File: config.mk
export PLATFORM = sky130hd
export DESIGN_NAME = contador_rega
export DESIGN_NICKNAME = d
export VERILOG_FILES = /design/src/rtl/contador_rega.sv
export SDC_FILE = /design/constraint.sdc
export NUM_CORES = 1
export LEC_CHECK = 0
export BUFFER_PORTS_ARGS = -buffer_cell sky130_fd_sc_hd__buf_4
export CORE_MARGIN = 2
export CORE_UTILIZATION = 35
export CTS_CLUSTER_SIZE = 8
export DETAILED_ROUTE_END_ITERATION = 8
export PLACE_DENSITY = 0.61
export SLEW_MARGIN = 5
export SYNTH_ARGS = -nofsm -noshare
export SYNTH_HDL_FRONTEND = slang
export SYNTH_SLANG_ARGS = --single-unit
File: constraint.sdc
create_clock -name clk -period 3.11 [get_ports clk]
set_clock_uncertainty 0.05 [all_clocks]
set_input_delay 0.311 -clock clk [delete_from_list [all_inputs] [get_ports clk]]
set_output_delay 0.311 -clock clk [all_outputs]
set_load 0.005 [all_outputs]
File: src/rtl/contador_rega.sv
// Irrigation countdown timer: BCD MM:SS preset, one-second decrement, valve drive while counting.
// Optional pause input and PAUSE state are built when CONTADOR_REGA_PAUSE_EN is defined.
module contador_rega (
    input  logic       clk,
    input  logic       rst_n,
    input  logic       tick,
    input  logic       start,
    input  logic       stop,
`ifdef CONTADOR_REGA_PAUSE_EN
    input  logic       pause,
`endif
    input  logic [3:0] preset_us,
    input  logic [3:0] preset_ds,
    input  logic [3:0] preset_um,
    input  logic [3:0] preset_dm,
    output logic [3:0] us,
    output logic [3:0] ds,
    output logic [3:0] um,
    output logic [3:0] dm,
    output logic       valve,
    output logic       done,
    output logic       busy
);

`ifdef CONTADOR_REGA_PAUSE_EN
    typedef enum logic [1:0] {
        S_IDLE  = 2'd0,
        S_RUN   = 2'd1,
        S_DONE  = 2'd2,
        S_PAUSE = 2'd3
    } state_t;
`else
    typedef enum logic [1:0] {
        S_IDLE  = 2'd0,
        S_RUN   = 2'd1,
        S_DONE  = 2'd2
    } state_t;
`endif

    state_t      r_state;
    state_t      w_state_nxt;
    logic [15:0] r_count;
    logic [15:0] w_count_nxt;
    logic [15:0] w_preset;
    logic [15:0] w_dec;
    logic        w_preset_zero;
    logic        w_dec_zero;
    logic        r_valve;
    logic        r_done;
    logic        r_busy;
    logic        w_valve_nxt;
    logic        w_done_nxt;
    logic        w_busy_nxt;

    function automatic logic [3:0] clamp_digit(input logic [3:0] d, input logic [3:0] lim);
        return (d > lim) ? lim : d;
    endfunction

    // Count is packed {dm, um, ds, us}; borrows ripple us -> ds -> um -> dm.
    function automatic logic [15:0] bcd_dec(input logic [15:0] c);
        logic [3:0] u;
        logic [3:0] d;
        logic [3:0] m;
        logic [3:0] t;
        u = c[3:0];
        d = c[7:4];
        m = c[11:8];
        t = c[15:12];
        if (u != 4'd0) begin
            u = u - 4'd1;
        end else begin
            u = 4'd9;
            if (d != 4'd0) begin
                d = d - 4'd1;
            end else begin
                d = 4'd5;
                if (m != 4'd0) begin
                    m = m - 4'd1;
                end else begin
                    m = 4'd9;
                    t = t - 4'd1;
                end
            end
        end
        return {t, m, d, u};
    endfunction

    assign w_preset = {clamp_digit(preset_dm, 4'd9), clamp_digit(preset_um, 4'd9),
                       clamp_digit(preset_ds, 4'd5), clamp_digit(preset_us, 4'd9)};
    assign w_preset_zero = (w_preset == 16'd0);
    assign w_dec         = bcd_dec(r_count);
    assign w_dec_zero    = (w_dec == 16'd0);

    // State, count and registered outputs.
    always_ff @(posedge clk) begin
        if (!rst_n) begin
            r_state <= S_IDLE;
            r_count <= 16'd0;
            r_valve <= 1'b0;
            r_done  <= 1'b0;
            r_busy  <= 1'b0;
        end else begin
            r_state <= w_state_nxt;
            r_count <= w_count_nxt;
            r_valve <= w_valve_nxt;
            r_done  <= w_done_nxt;
            r_busy  <= w_busy_nxt;
        end
    end

    // Next-state and next-count; priority is stop > start > pause > tick.
    always_comb begin
        w_state_nxt = r_state;
        w_count_nxt = r_count;
        case (r_state)
            S_IDLE: begin
                if (stop) begin
                    w_state_nxt = S_IDLE;
                end else if (start) begin
                    w_count_nxt = w_preset;
                    w_state_nxt = w_preset_zero ? S_DONE : S_RUN;
                end else begin
                    w_state_nxt = S_IDLE;
                end
            end
            S_RUN: begin
                if (stop) begin
                    w_state_nxt = S_IDLE;
                end else if (start) begin
                    w_count_nxt = w_preset;
                    w_state_nxt = w_preset_zero ? S_DONE : S_RUN;
`ifdef CONTADOR_REGA_PAUSE_EN
                end else if (pause) begin
                    w_state_nxt = S_PAUSE;
`endif
                end else if (tick) begin
                    w_count_nxt = w_dec;
                    w_state_nxt = w_dec_zero ? S_DONE : S_RUN;
                end else begin
                    w_state_nxt = S_RUN;
                end
            end
`ifdef CONTADOR_REGA_PAUSE_EN
            S_PAUSE: begin
                if (stop) begin
                    w_state_nxt = S_IDLE;
                end else if (start) begin
                    w_count_nxt = w_preset;
                    w_state_nxt = w_preset_zero ? S_DONE : S_RUN;
                end else if (!pause) begin
                    w_state_nxt = S_RUN;
                end else begin
                    w_state_nxt = S_PAUSE;
                end
            end
`endif
            S_DONE: begin
                w_state_nxt = S_IDLE;
            end
            default: begin
                w_state_nxt = S_IDLE;
            end
        endcase
    end

    // Outputs decoded from the next state so they register in step with it.
    always_comb begin
        w_valve_nxt = (w_state_nxt == S_RUN);
        w_done_nxt  = (w_state_nxt == S_DONE);
        w_busy_nxt  = (w_state_nxt != S_IDLE);
    end

    assign us    = r_count[3:0];
    assign ds    = r_count[7:4];
    assign um    = r_count[11:8];
    assign dm    = r_count[15:12];
    assign valve = r_valve;
    assign done  = r_done;
    assign busy  = r_busy;

endmodule

* Word level (Yosys, flattened, before mapping)
Cells that the tools add are included.
** Word-level totals
- Register bits :: 21
- Output and inout bits :: 19
- Logic and storage cells :: 56
** Cells by class
- $add $sub $neg :: 4
- Order comparisons :: 4
- Equality and inequality tests :: 7
- Multiplexer cells :: 27
- Reduce and logical (&&, ||, !) cells :: 9
** Operators with widths (number)
- two-way mux 16 bit :: 5
- two-way mux 4 bit :: 13
- logical NOT 16 bit :: 2
- one-hot mux 16 bit (2 select lines) :: 1
- subtractor 4 x 1 -> 4 bit (second input constant) :: 4
- two-way mux 2 bit :: 7
- > comparator 4 bit (second input constant) :: 3
- nonzero test 4 bit :: 3
- != test 2 bit (second input constant) :: 3
- AND reduction 5 bit :: 1
- equality test 2 x 1 -> 1 bit (second input constant) :: 2
- > comparator 4 x 3 -> 1 bit (second input constant) :: 1
- one-hot mux 2 bit (2 select lines) :: 1
- nonzero test 2 bit :: 2
- != test 3 bit (second input constant) :: 1
- equality test 2 bit (second input constant) :: 1
- logical NOT 2 bit :: 1

* Logic depth before layout (Yosys ltp)
- Depth in word-level cells :: 11
- Mapped depth :: 7
- Depth with buffers taken out :: 5

* Worst setup path after synthesis
No wires, ideal clock.
- Kind :: reg-to-reg
- Start :: register r_count[1]
- End :: register r_state[0]
- Arrival time :: 2.294 ns
- Required time :: 2.920 ns
- Path slack :: 0.626 ns
- Cell stages (with the launch flop) :: 8
- Clock period less this slack :: 2.484 ns
- Path through :: dfxtp_1 or4_1 buf_2 or4_1 buf_2 xnor2_2 nor4_1 nor3b_1
** Between the ends
- Cells in the longest elaborated chain, start to end :: 8
** RTL lines
- start: declaration :: RTL line 42 : logic [15:0] r_count;
- start signal: assignment :: RTL line 104 : r_count <= w_count_nxt;
- subtractor 4 x 1 -> 4 bit / nonzero test 4 bit (equally long branches) :: RTL line 70, 69
- two-way mux 4 bit :: RTL line 69 : if (u != 4'd0) begin
- logical NOT 16 bit * :: RTL line 92 : assign w_dec_zero = (w_dec == 16'd0);
- two-way mux 2 bit * :: RTL line 138 : w_state_nxt = w_dec_zero ? S_DONE : S_RUN;
- two-way mux 2 bit * :: RTL line 136 : end else if (tick) begin
- two-way mux 2 bit * :: RTL line 129 : end else if (start) begin
- two-way mux 2 bit * :: RTL line 127 : if (stop) begin
- one-hot mux 2 bit (2 select lines) * :: RTL line 115 : case (r_state)
- end signal: assignment :: RTL line 103 : r_state <= w_state_nxt;
- end: declaration :: RTL line 40 : state_t r_state;
Every way passes the cells marked *; elsewhere a longest branch is shown, timed or not.
A chain may end at the register's enable or synchronous reset.

* Worst setup path in the final report
- Start :: register r_count[1]
- End :: register r_valve, in the netlist valve
** Between the ends
- Cells in the longest elaborated chain, start to end :: 9
** RTL lines
- subtractor 4 x 1 -> 4 bit / nonzero test 4 bit (equally long branches) :: RTL line 70, 69
- two-way mux 4 bit :: RTL line 69
- logical NOT 16 bit * :: RTL line 92
- two-way mux 2 bit * :: RTL line 138
- two-way mux 2 bit * :: RTL line 136
- two-way mux 2 bit * :: RTL line 129
- two-way mux 2 bit * :: RTL line 127
- one-hot mux 2 bit (2 select lines) * :: RTL line 115
- equality test 2 x 1 -> 1 bit * :: RTL line 168 : w_valve_nxt = (w_state_nxt == S_RUN);
- end signal: assignment :: RTL line 105 : r_valve <= w_valve_nxt;
- end: declaration :: RTL line 48 : logic r_valve;
Marks and branches as above.

==> summary.md <==
| Metric | Value |
|---|---|
| Worst-path clk slew | `about 0.080 ns` |
| CP startpoint kind | `flop` |
| Worst Max-Slew Pin Slew | `0.6264 ns` |
| Num rows | `22` |
| GR Layer Usage met1 | `23.60%` |
| Worst-Skew Late Latency | `between 0.2 and 0.3 ns` |
| Adder-cell area share of the yosys netlist | `0.9470%` |
| Post-synthesis cell area | `1321 um^2` |
| IO buf count | `39` |
| Largest net degree at the start of global routing | `26` |
| Minimum clock period | `approximately 2.7 ns` |
| Yosys top cell by area | `dfxtp_1` |
| Hold depth | `2` |
| Die area | `about 4300 um^2` |
| CTS resizes | `0` |
| DRT iter0 DRCs | `129` |
| Worst Setup SP | `r_count[1]$_SDFFE_PN0P_` |
| Max Slew Vio Count | `0` |
| Synth Flop Type | `dfxtp_1` |
| CTS Buf Count | `3` |
| CP Data Arrival Time | `roughly 2.8 ns` |
| Maximum clock insertion buffer count | `2` |
| Post-route setup TNS | `0 ns` |
| FF-to-FF End | `valve$_SDFF_PN0_` |
| Grt total ovfl | `0` |
| Antenna cells | `0` |
| Rel. slew slack | `57.65%` |
| Static Leak | `a little under 0.7 nW` |
| Top cells by area, synth | `dfxtp_1, o21ai_0, a21oi_1` |
| Endpoints failing setup | `0` |
| Synth top area share | `31.82%` |
| Synth async-reset ratio | `0%` |
| Final GP Congestion | `0.8708` |
| M3 GR Usage | `under 10%` |
| Synth Area in Simple Gates | `33.33%` |
| GRT Max-Usage Layer | `met2` |
| Vias/cell | `between 5 and 6` |
| Synth Area in Compound Gates | `27.27%` |
| Post-synth EDFFs | `0` |
| Layout area overhead | `28.60%` |
| TritonCTS clock tree | `built` |
| Syn Inst Count | `175` |
| # IOs | `40` |
| Post-Synth XOR/XNOR Area | `1.231%` |
| # clock sinks | `21` |
| Total power density per cell area | `382.8 nW/um^2` |
| R2R cell count | `6` |
| Post-DP HPWL | `2832 um` |
| Fmax | `approximately 370 MHz` |
| Register area share after synthesis | `31.82%` |
| CTS root buffer | `clkbuf_8` |
| CP endpoint | `valve$_SDFF_PN0_` |
| Mapped Nets | `~200` |
| Reg2Reg Launch Point | `r_count[1]$_SDFFE_PN0P_` |
| RSZ-0062 raised after global routing | `false` |
| Commonest non-fill, non-tap cell in the layout | `buf_4` |
| H-tree depth | `1` |
| Initial Util | `36.36%` |
| Final Util | `46.76%` |
| Number of setup buffers added after CTS | `0` |
| WL/cell | `around 15 um` |
| NumNets Final | `233` |
| Max rail drop VDD | `0.0001790 V` |
| Initial antenna violation count | `0` |
| Yosys warnings | `0` |
| Yosys reg bits | `21` |
| Largest family of logic cells by synthesized area | `simple AND/OR/NAND/NOR gates` |
| Crit Path Category | `reg2reg` |
| DRC | `0` |
| Routed WL | `around 3900 um` |
| R2r setup slk | `0.43 ns` |
| GRT Total Usage | `19.33%` |
| Final Hold Fails | `0` |
| Wire length of the first global-routing pass | `6417 um` |
| Period utilization | `approximately 86%` |
| Routed Antenna Nets | `0` |
| M2 GR Usage | `32.02%` |
| Hold-fix buffers, CTS | `0` |
| Status | `complete, no violations` |
| DR vias | `1505` |
| Post-synthesis mux area share | `less than 1%` |
| Die Wd | `65.44 um` |
| Core footprint | `3633 um^2` |
| Most frequent cells in the layout | `buf_4, dfxtp_1, o21ai_0` |
| Die height | `65.44 um` |
| Worst setup EP type | `flop` |
| Syn_area_per_cell | `around 7.6 um^2` |
| Worst Path Required | `3.20 ns` |
| Maxcap violations | `0` |
| Worst Hold Class | `in2reg` |
| Cell variety after synth | `44` |
| Share of layout cells above drive strength 1 | `24.76%` |
| Crit Path Max Fanout | `9` |
| TritonRoute pass-1 iters | `4` |
| Vias in the first global route | `1351` |
-- through the flow --
step                      instance area [um^2]  total power [mW]  worst slack [ns]  hold WS [ns]  std cells
final                                     1699            0.6505            0.4323        0.2973        258
after global routing                      1699            0.6940            0.3608        0.2961        258
after CTS                                 1699            0.6578            0.4648        0.2973        258
after detailed placement                  1654            0.4750            0.4931        0.4461        254
after global placement                    1654            0.4719            0.5055        0.4374        254
after floorplan                           1321            0.4065            0.6255        0.3993        175
-- registers in the layout, indices dropped and copies added (netlist names) --
signal	count
r_count	16
r_state	2
busy	1
done	1
valve	1
-- worst max-delay path, stage by stage, from the launching register on --
cell     delay, ns
dfxtp_1       0.37
or4_1         0.70
or4_1         0.67
xnor2_2       0.18
nor4_1        0.35
buf_4         0.20
nor3b_1       0.05
-- cells in the mapped netlist, types with 2 or more instances --
cell	count
a21boi_0	3
a21oi_1	13
a31oi_1	5
buf_2	4
clkbuf_1	7
dfxtp_1	21
inv_1	3
nand2_1	13
nand2b_1	2
nand3_1	7
nand3b_1	3
nor2_1	16
nor2b_1	2
nor3_1	9
nor3b_1	7
nor4_1	5
o211a_1	2
o211ai_1	2
o21a_1	5
o21ai_0	17
or4_1	6
-- cell type report --
class                   instances  area (um^2)
repair buffers                 43        322.8
multi-input cells             139        839.6
clock buffers                   4        45.04
inverters                       3        11.26
fillers                       373         1934
well taps                      48        60.06
flip-flops and latches         21        420.4
-- report_power, final --
part | switching (mW) | total, mW | internal (mW)
clock | 0.0897 | 0.181 | 0.0913
sequential | 0.0193 | 0.302 | 0.283
combinational | 0.0868 | 0.167 | 0.0807
total | 0.196 | 0.650 | 0.455
-- metal layers --
metal / vias to the layer above / share of wire, % / routed length (um)
met5: - / 0 / 0
met4: 0 / 2.2 / 85
met3: 8 / 6.6 / 256
met2: 65 / 48 / 1847
met1: 710 / 44 / 1694
li1: 722 / - / -
-- worst min-delay path by stage --
| stage | startpoint | end | slack [ns] |
|---|---|---|---|
| after floorplan | rst_n | r_count[10]$_SDFFE_PN0P_ | 0.40 |
| after global placement | r_count[7]$_SDFFE_PN0P_ | r_count[7]$_SDFFE_PN0P_ | 0.44 |
| after detailed placement | r_count[7]$_SDFFE_PN0P_ | r_count[7]$_SDFFE_PN0P_ | 0.45 |
| after CTS | start | busy$_SDFF_PN0_ | 0.30 |
| after global routing | preset_dm[1] | r_count[13]$_SDFFE_PN0P_ | 0.30 |
| final | start | busy$_SDFF_PN0_ | 0.30 |
-- kinds of logic (layout without fill, tap and decap cells) --
| kind of cell | Yosys count | in the layout |
|---|---|---|
| fa+ha+maj | 1 | 1 |
| buf+inv | 15 | 50 |
| flops | 21 | 21 |
| compound gates | 57 | 57 |
| mux | 1 | 1 |
| simple gates | 79 | 79 |
| xor+xnor | 1 | 1 |
No activity file was read; power rests on OpenSTA's default activity.
